`config.mk`:
```
export PLATFORM = sky130hd
export DESIGN_NAME = fpu_cmp_issuer
export DESIGN_NICKNAME = d
export VERILOG_FILES = /design/src/rtl/fpu_pkg.sv /design/src/rtl/fpu_req_fifo.sv /design/src/rtl/fpu_cmp_issuer.sv
export SDC_FILE = /design/constraint.sdc
export NUM_CORES = 1
export LEC_CHECK = 0
export ABC_AREA = 1
export ABC_CLOCK_PERIOD_IN_PS = 5900
export CORE_AREA = 5 5 135 137
export DETAILED_ROUTE_END_ITERATION = 10
export DIE_AREA = 0 0 140 142
export PLACE_DENSITY = 0.86
export SLEW_MARGIN = 10
export SYNTH_ARGS = -nofsm -noshare
export SYNTH_HDL_FRONTEND = slang
export SYNTH_HIERARCHICAL = 1
export SYNTH_SLANG_ARGS = --single-unit
```
`constraint.sdc`:
```
create_clock -name aclk -period 5.9 [get_ports aclk]
set_input_delay 0.885 -clock aclk [delete_from_list [all_inputs] [get_ports aclk]]
set_output_delay 0.885 -clock aclk [all_outputs]
set_load 0.01 [all_outputs]
```
`src/rtl/fpu_pkg.sv`:
```
// Shared types for the FP compare issuer: compare ops, FSM states and the queued request.
package fpu_pkg;

  typedef enum logic [2:0] {
    CMP_EQ = 3'd0,
    CMP_NE = 3'd1,
    CMP_LE = 3'd2,
    CMP_GE = 3'd3,
    CMP_LT = 3'd4,
    CMP_GT = 3'd5
  } cmp_op_t;

  typedef enum logic [2:0] {
    ST_IDLE  = 3'd0,
    ST_ISSUE = 3'd1,
    ST_WAIT  = 3'd2,
    ST_WB    = 3'd3,
    ST_HALT  = 3'd4
  } issuer_state_t;

  typedef struct packed {
    logic [31:0] a;
    logic [31:0] b;
    logic [2:0]  op;
    logic [4:0]  rd;
  } cmp_req_t;

  // Encodings 6 and 7 have no compare meaning and are rejected without issue.
  function automatic logic is_legal_cmp_op(input logic [2:0] op);
    return (op <= 3'(CMP_GT));
  endfunction

endpackage

```
`src/rtl/fpu_req_fifo.sv`:
```
// First-word-fall-through request queue; the head is read in place and also the
// entry behind it, so the issuer can decide its next state while popping.
module fpu_req_fifo #(
  parameter int  DEPTH  = 2,
  parameter type elem_t = logic [7:0]
) (
  input  logic                   aclk,
  input  logic                   aresetn,
  input  logic                   push,
  input  elem_t                  wdata,
  input  logic                   pop,
  output elem_t                  head,
  output elem_t                  peek,
  output logic                   full,
  output logic                   empty,
  output logic [$clog2(DEPTH):0] count
);

  localparam int PW = $clog2(DEPTH);
  localparam int CW = PW + 1;

  elem_t         mem [DEPTH];
  logic [PW-1:0] wr_ptr;
  logic [PW-1:0] rd_ptr;
  logic [PW-1:0] rd_ptr_nxt;
  logic          wr_en;
  logic          rd_en;

  assign full       = (count == CW'(DEPTH));
  assign empty      = (count == '0);
  assign wr_en      = push && !full;
  assign rd_en      = pop && !empty;
  assign rd_ptr_nxt = rd_ptr + PW'(1);
  assign head       = mem[rd_ptr];
  assign peek       = mem[rd_ptr_nxt];

  // DEPTH is a power of two, so the pointers wrap on their own.
  always_ff @(posedge aclk) begin
    if (!aresetn) begin
      wr_ptr <= '0;
      rd_ptr <= '0;
      count  <= '0;
      for (int i = 0; i < DEPTH; i++) mem[i] <= '0;
    end else begin
      if (wr_en) begin
        mem[wr_ptr] <= wdata;
        wr_ptr      <= wr_ptr + PW'(1);
      end
      if (rd_en) rd_ptr <= rd_ptr_nxt;
      case ({wr_en, rd_en})
        2'b10:   count <= count + CW'(1);
        2'b01:   count <= count - CW'(1);
        default: count <= count;
      endcase
    end
  end

endmodule

```
`src/rtl/fpu_cmp_issuer.sv`:
```
// Queues FP compare requests, issues them one at a time to the compare unit and
// returns a single-cycle writeback; illegal ops and a hung unit report an error.
module fpu_cmp_issuer
  import fpu_pkg::*;
#(
  parameter int DEPTH   = 2,
  parameter int TIMEOUT = 15
) (
  input  logic        aclk,
  input  logic        aresetn,
  input  logic        req_valid,
  output logic        req_ready,
  input  logic [31:0] req_a,
  input  logic [31:0] req_b,
  input  logic [2:0]  req_op,
  input  logic [4:0]  req_rd,
  output logic        data_valid,
  output logic [31:0] a_data,
  output logic [31:0] b_data,
  output logic [2:0]  op_data,
  input  logic [31:0] c_data,
  input  logic        c_valid,
  output logic        wb_valid,
  output logic [4:0]  wb_rd,
  output logic [31:0] wb_data,
  output logic        wb_err,
  output logic        err_o
);

  localparam int CW = $clog2(DEPTH) + 1;
  localparam int TW = $clog2(TIMEOUT + 1);

  issuer_state_t state;
  cmp_req_t      wdata;
  cmp_req_t      head;
  cmp_req_t      peek;
  logic          full;
  logic          empty;
  logic [CW-1:0] count;
  logic          push;
  logic          pop;
  logic          has_next;
  logic [2:0]    next_op;
  logic [TW-1:0] tmo_cnt;
  logic          result;
  logic          err_flag;
  logic          halt_armed;
  logic          unused_bits;

  // Request handshake: a request transfers on a rising edge where req_valid and
  // req_ready are both high; req_ready depends only on registered state, never
  // on req_valid, and the core may drop req_valid at will before transfer.
  assign req_ready = !full && (state != ST_HALT);
  assign push      = req_valid && req_ready;
  assign pop       = (state == ST_WB);
  assign wdata     = {req_a, req_b, req_op, req_rd};

  fpu_req_fifo #(
    .DEPTH  (DEPTH),
    .elem_t (cmp_req_t)
  ) u_fifo (
    .aclk    (aclk),
    .aresetn (aresetn),
    .push    (push),
    .wdata   (wdata),
    .pop     (pop),
    .head    (head),
    .peek    (peek),
    .full    (full),
    .empty   (empty),
    .count   (count)
  );

  // After the WB pop the new head is either the entry already queued behind it
  // or, with only one entry queued, whatever is being pushed this cycle.
  assign has_next = (count > CW'(1)) || push;
  assign next_op  = (count > CW'(1)) ? peek.op : req_op;

  always_ff @(posedge aclk) begin
    if (!aresetn) begin
      state      <= ST_IDLE;
      tmo_cnt    <= '0;
      result     <= 1'b0;
      err_flag   <= 1'b0;
      halt_armed <= 1'b0;
    end else begin
      case (state)
        ST_IDLE: begin
          if (!empty) begin
            if (is_legal_cmp_op(head.op)) begin
              state <= ST_ISSUE;
            end else begin
              state    <= ST_WB;
              result   <= 1'b0;
              err_flag <= 1'b1;
            end
          end
        end
        ST_ISSUE: begin
          tmo_cnt <= '0;
          state   <= ST_WAIT;
        end
        ST_WAIT: begin
          tmo_cnt <= tmo_cnt + TW'(1);
          if (c_valid) begin
            result   <= c_data[0];
            err_flag <= 1'b0;
            state    <= ST_WB;
          end else if (tmo_cnt == TW'(TIMEOUT - 1)) begin
            result     <= 1'b0;
            err_flag   <= 1'b1;
            halt_armed <= 1'b1;
            state      <= ST_WB;
          end
        end
        ST_WB: begin
          if (halt_armed) begin
            state <= ST_HALT;
          end else if (has_next) begin
            if (is_legal_cmp_op(next_op)) begin
              state <= ST_ISSUE;
            end else begin
              state    <= ST_WB;
              result   <= 1'b0;
              err_flag <= 1'b1;
            end
          end else begin
            state <= ST_IDLE;
          end
        end
        ST_HALT: state <= ST_HALT;
        default: state <= ST_IDLE;
      endcase
    end
  end

  // Operands come straight from the queue head, which stays put until the WB pop.
  assign a_data     = head.a;
  assign b_data     = head.b;
  assign op_data    = head.op;
  assign data_valid = (state == ST_ISSUE);
  assign wb_valid   = (state == ST_WB);
  assign wb_rd      = (state == ST_WB) ? head.rd : 5'd0;
  assign wb_data    = {31'b0, (state == ST_WB) && result};
  assign wb_err     = (state == ST_WB) && err_flag;
  assign err_o      = (state == ST_HALT);

  assign unused_bits = ^{c_data[31:1], peek.a, peek.b, peek.rd};

endmodule
```
==> flow_summary_export.csv <==
group,metric,value,unit
finish,final_cell_mix,"inv_1 (173), nor2_1 (156), clkdlybuf4s50_1 (154)",
route,drc,0,
clock_network,postCtsSetupBuffers,0,
timing,slew_headroom,27.5,%
timing,holdWs,0.470,ns
worst_setup_path,regToRegSetupSlack,3.21,ns
grt,grt_pass1_wl,25300,um
die,num_rows,48,
timing,post-route-min-period,3.62,ns
timing,rsz0062_at_grt,"no",
worst_setup_path,crit_arrival,2.74,ns
clock_network,ctsHoldBuffers,0,
synth,synthCells,791,
flow_run,max_cap_viol_count,0,
placed_design,gp_congestion,0.765,
placed_design,dp_cells,1136,
finish,multi_input_comb_area,2020,um^2
die,io-pin-count,217,
worst_hold_path,hold_path_class,"reg -> reg",
finish,final_core_util,57.3,%
power,peakVddDrop,0.000214,V
worst_hold_path,hold_path_depth,2,
worst_setup_path,crit_type,"reg -> out",
timing,max_freq,276,MHz
clock_network,clk_pin_slew,0.06,ns
worst_setup_path,worstReg2RegStart,"u_fifo/count[1]$_SDFFE_PN0P_",
clock_network,cts.repair.resized,0,
finish,ff_latch_area,4630,um^2
worst_setup_path,start_kind,"flop",
timing,finalSetupViolCount,0,
route,drtAntennaViolNets,0,
route,wl_per_cell,13.6,um
clock_network,htreeDepth,4,
placed_design,hpwlAfterDp,10300,um
grt,grtUsageTotal,15.9,%
clock_network,cts_sinks,159,
die,die_w,140,um
clock_network,clockBufferDepth,2,
synth,syn_area,7610,um^2
finish,fin_nets,1041,
power,p_leak,4.09,nW
grt,grt_max_degree,90,
placed_design,portBuffers,154,
finish,layout-drive-gt1-share,11.8,%
route,vias_per_cell,4.59,
clock_network,cts_root_buf,"clkbuf_16",
route,drt_iter0_drc,229,
timing,tightest_slew,1.09,ns
timing,fin_skew,0.00808,ns
die,core_area,16900,um^2
worst_setup_path,endpoint_kind,"primary output",
grt,antenna_found_initial,1,
worst_setup_path,reg2reg_to,"u_fifo/mem[0][58]$_SDFFCE_PN0P_",
synth,syn_avg_cell_area,9.62,um^2
route,drtPass1Iterations,4,
finish,stdcell_count,1167,
finish,n_antenna_cell,0,
timing,hold_viol,0,
clock_network,insertion_delay,0.42,ns
finish,syn_to_final_growth,27.6,%
finish,fillCellCount,1419,
finish,final_common_cell,"inv_1",
status,outcome,"finished clean",
synth,yosysWarningCount,6,
worst_setup_path,crit_fanout,89,
grt,grt_overflow,0,
worst_setup_path,crit_end,"a_data[1]",
route,drt_wl_total,15900,um
route,via_count,5358,
timing,min_period_over_period,61.4,%
power,power.density,303,nW/um^2
worst_setup_path,cp_data_required_time,5.02,ns
die,die_height,142,um
clock_network,cts_tree,"done",
timing,maxSlewViolCount,0,
timing,tns,0,ns
clock_network,cts_buffers,17,
worst_setup_path,r2r_cells,10,
worst_hold_path,min_from,"err_flag$_SDFFE_PN0P_",
die,start_util,44.9,%
grt,grt_pass1_vias,5391,
power,power,2.94,mW
die,fp.dieArea,19900,um^2
## power by group
part           internal [mW]  switching (mW)  total [mW]
Clock                  0.616           0.421        1.04
Combinational          0.226           0.298       0.524
Sequential              1.34          0.0404        1.38
## state kept, by name, indices dropped and copies added, names as in the netlist, named ones only
register and cells:
u_fifo/rd_ptr 1, state 3, u_fifo/mem 144, result 1
tmo_cnt 4, err_flag 1, u_fifo/wr_ptr 1, halt_armed 1
u_fifo/count 2
## critical path: stages, from the launching register on
cell and delay [ns]:
dfxtp_4 0.87, buf_4 0.58, nor2_1 0.10, a21oi_1 0.18, clkdlybuf4s50_1 0.56
## worst min path at each step
stage | slack, ns | to
5_1_grt | 0.50 | err_flag$_SDFFE_PN0P_
4_1_cts | 0.47 | tmo_cnt[3]$_SDFFE_PN0P_
3_3_place_gp | 0.45 | tmo_cnt[3]$_SDFFE_PN0P_
2_1_floorplan | 0.44 | tmo_cnt[3]$_SDFFE_PN0P_
6_report | 0.47 | err_flag$_SDFFE_PN0P_
3_5_place_dp | 0.46 | tmo_cnt[3]$_SDFFE_PN0P_
## routing by layer
metal  global-route usage, %  wire [um]
met1                    17.6       6310
met2                    30.1       8520
met3                    3.86        820
met4                    5.15        224
met5                       0         13
## stage by stage
stage / worst slack (ns) / cell area (um^2)
after floorplan: 2.32 / 7720
after global placement: 2.34 / 9160
after detailed placement: 2.26 / 9160
after CTS: 2.22 / 9710
after global routing: 2.05 / 9710
final: 2.28 / 9710
## cell type report
class                      instances  share of cell area [%]
sequential                       159                    47.7
multi-input combinational        418                    20.8
timing repair buffer             157                    16.1
inverter                         177                    6.87
clock buffer                      19                    4.46
tap                              225                    2.90
clock inverter                    12                    1.24
Note: power is estimated with default switching activity, not from simulation.
==> RTL edit 1, RTL diff (same flow settings) <==
Change the parameter `TIMEOUT` from 15 to 30.
--- a/src/rtl/fpu_cmp_issuer.sv
+++ b/src/rtl/fpu_cmp_issuer.sv
@@ -5,5 +5,5 @@
 #(
   parameter int DEPTH   = 2,
-  parameter int TIMEOUT = 15
+  parameter int TIMEOUT = 30
 ) (
   input  logic        aclk,
Function: no difference found for any inputs over 4 cycles, from zero or initial values and one cycle with aresetn low; that may be too few to reach the edited logic, so the function may still have changed.
==> RTL edit 1 against the unedited design <==
  * Synthesized area about the same
  * Final area increased by 0.32%
  * Power about the same
  * Worst setup slack got worse by 0.22 ns
  * Non-clock buffer count decreased by 1
  * Routed wire length decreased by 2.1%
  * Sequential cell count increased by 1
  * Critical path depth decreased by 1
==> RTL edit 1: results (changes against the unedited design) <==
| Metric | Value |
|---|---|
| Status | finished, final reports clean |
| Aggregate global-route resource usage | 0.158 (-0.00111) |
| CP Capture Point | u_fifo/mem[1][25] |
| Cell depth of the worst flop-to-flop path | 8 (-2) |
| Layout fillers | 1413 (-0.42%) |
| Placer congestion estimate | 0.802 (+4.8%) |
| Worst reg-to-reg setup slack | 2.51 ns (-0.70 ns) |
| Setup Skew | 0.00798 ns (-0.000105 ns) |
| Dpl ws | 1.59 ns (-0.667 ns) |
| Layout cells sized above 1 | 0.118 (-0.000250) |
| Least-Margin Pin Slew | 1.11 ns (+0.0177 ns) |
| Global-route wire length before repair | 25000 µm (-1.2%) |
| Slowest CP cell | nand2_4 |
| Final Non-Filler Cells | 1169 (+0.17%) |
| First DRT Iteration DRCs | 314 (+37%) |
| Worst hold slack | 0.468 ns (-0.00157 ns) |
| Number of global-route vias before repair | 5245 (-2.7%) |
| Placed cell count | 1137 (+0.088%) |
| Peak supply drop | 0.186 mV (-13%) |
| Largest stage delay, worst path | 1.10 ns (+0.23 ns) |
| Antenna violations before repair | 0 (-1) |
| Dpl hpwl | 9830 µm (-4.2%) |
| Synth Area per Inst | 9.60 µm² (-0.19%) |
| Wire per inst | 13.3 µm (-2.3%) |
| Largest net degree at the start of global routing | 80 (-11%) |
| Placed cell areas | 9160 µm² (about the same) |
| Critical Path Fanout Max | 73 (-18%) |
RTL edit 1: area by class of cell:
| cell class | count | area [µm²] | area share |
|---|---|---|---|
| clock inverter | 8 | 105 | 0.0108 |
| sequential | 160 | 4650 | 0.477 |
| clock buffer | 24 | 482 | 0.0494 |
| timing repair buffer | 156 | 1560 | 0.160 |
| inverter | 177 | 664 | 0.0682 |
| tap | 225 | 282 | 0.0289 |
| multi-input combinational | 419 | 2010 | 0.206 |
RTL edit 1: worst min-delay path: cells and delay by family (launching register included):
family,cells,cell delay [ns]
buf+inv,1,0.08
compound gates,1,0.05
flops,1,0.30
RTL edit 1: per-layer routing:
metal | GRT usage | routed length (µm) | vias to the layer above
li1 | - | - | 2674
met1 | 0.184 | 6360 | 2476
met2 | 0.278 | 7790 | 189
met3 | 0.0397 | 1030 | 31
met4 | 0.0709 | 381 | 0
met5 | 0 | 0 | -
RTL edit 1: power by group:
part           internal (mW)  switching (mW)
clock                  0.659           0.427
combinational          0.208           0.265
sequential              1.34          0.0397
==> RTL edit 2, RTL diff (same settings) <==
Made on the original files. The 5 states of `issuer_state_t` get a one-hot encoding in 5 bits.
--- a/src/rtl/fpu_pkg.sv
+++ b/src/rtl/fpu_pkg.sv
@@ -11,10 +11,10 @@
   } cmp_op_t;
 
-  typedef enum logic [2:0] {
-    ST_IDLE  = 3'd0,
-    ST_ISSUE = 3'd1,
-    ST_WAIT  = 3'd2,
-    ST_WB    = 3'd3,
-    ST_HALT  = 3'd4
+  typedef enum logic [4:0] {
+    ST_IDLE  = 5'b00001,
+    ST_ISSUE = 5'b00010,
+    ST_WAIT  = 5'b00100,
+    ST_WB    = 5'b01000,
+    ST_HALT  = 5'b10000
   } issuer_state_t;
 
Behaviour: same outputs for any inputs over 4 cycles, from zero or initial values and one cycle with aresetn low; so few cycles prove little.
==> RTL edit 2 against the unedited design <==
  * Synthesized cell count increased by 1.4%
  * Register-to-register slack got worse by 0.25 ns
  * Synthesized area increased by 1.9%
  * Worst setup slack improved by 0.014 ns
  * Power increased by 0.10%
  * Non-clock buffer count unchanged
  * Routed wire length decreased by 2.6%
  * Maximum frequency increased by 0.39%
  * Final area increased by 1.8%
  * Final cell count increased by 1.0%
  * Sequential cell count increased by 2
==> RTL edit 2: results (changes against the unedited design) <==
| Metric | Value |
|---|---|
| Status | finished, final reports clean |
| Final nets | 1052 (+1.1%) |
| Layout cells sized above 1 | 0.132 (+0.0142) |
| Antenna violations before repair | 0 (-1) |
| Grt met3 use | 0.0444 (+0.00571) |
| Grt met2 use | 0.288 (-0.0137) |
| Worst-path clk slew | 0.07 ns |
| Wire per inst | 13.1 µm (-3.6%) |
| Critical Path AT | 2.73 ns (about the same) |
| DRT Wirelength | 15500 µm (-2.6%) |
| M1 GR Usage | 0.179 (+0.00292) |
| Layout fillers | 1396 (-1.6%) |
| Clock Path Buffers | 2 (unchanged) |
| Resized cells post-CTS | 0 (unchanged) |
| Placer congestion estimate | 0.812 (+6.2%) |
| Power Dens Cells | 298 nW/µm² (-1.7%) |
| Critical Path Fanout Max | 87 (-2.2%) |
| Top flop regs | u_fifo/mem x144, state x5, tmo_cnt x4 |
| Slowest CP cell | dfxtp_4 |
| Leakage | 4.16 nW (+1.7%) |
| Setup Skew | 0.0119 ns (+0.00378 ns) |
| Metal1 wirelength | 6340 µm (+0.44%) |
| Dpl ws | 2.05 ns (-0.204 ns) |
| DR top layer | met4 |
| Metal3 WL | 908 µm (+11%) |
| Max-slew headroom | 0.286 (+0.0116) |
| Largest stage delay, worst path | 0.86 ns |
| Vias per inst | 4.55 (-0.85%) |
| First DRT Iteration DRCs | 295 (+29%) |
| Peak supply drop | 0.185 mV (-14%) |
| Antenna Cells | 0 (unchanged) |
| Aggregate global-route resource usage | 0.158 (-0.00173) |
| WL met2 | 8000 µm (-6.0%) |
| Synthesized instance count | 802 (+1.4%) |
| Dpl hpwl | 10200 µm (-0.83%) |
| Hold crit path type | reg -> reg |
| Global-route wire length before repair | 25000 µm (-1.2%) |
| Number of global-route vias before repair | 5334 (-1.1%) |
| Pre-Repair DR Iteration Count | 4 (unchanged) |
| Largest net degree at the start of global routing | 88 (-2.2%) |
| H-tree depth | 4 (unchanged) |
| Placed cell areas | 9300 µm² (+1.6%) |
RTL edit 2: layout make-up:
class	count	share of cell area
Sequential cell	161	0.472
Multi-Input combinational cell	425	0.214
Timing Repair Buffer	157	0.158
Inverter	179	0.0681
Clock buffer	17	0.0430
Tap cell	225	0.0285
Clock inverter	15	0.0161
RTL edit 2: path summary, 6_finish.rpt:
kind,from,end,slack (ns),cells past startpoint
worst max-delay path,register,a_data[7],2.29,4
worst min-delay path,halt_armed,state[4],0.46,2
worst max register to register,state[2],u_fifo/mem[0][7],2.96,8
worst min register to register,halt_armed,state[4],0.46,2
RTL edit 2: report_power, final:
| group | internal [mW] | switching, mW |
|---|---|---|
| registers | 1.35 | 0.0404 |
| clock network | 0.628 | 0.452 |
| logic | 0.204 | 0.269 |
| total | 2.18 | 0.761 |
RTL edit 2: worst max-delay path, delay by kind of cell, from the launching register on:
family          cells  cell delay, ns
buf+inv             2            1.13
flops               1            0.86
compound gates      1            0.14
simple gates        1            0.10
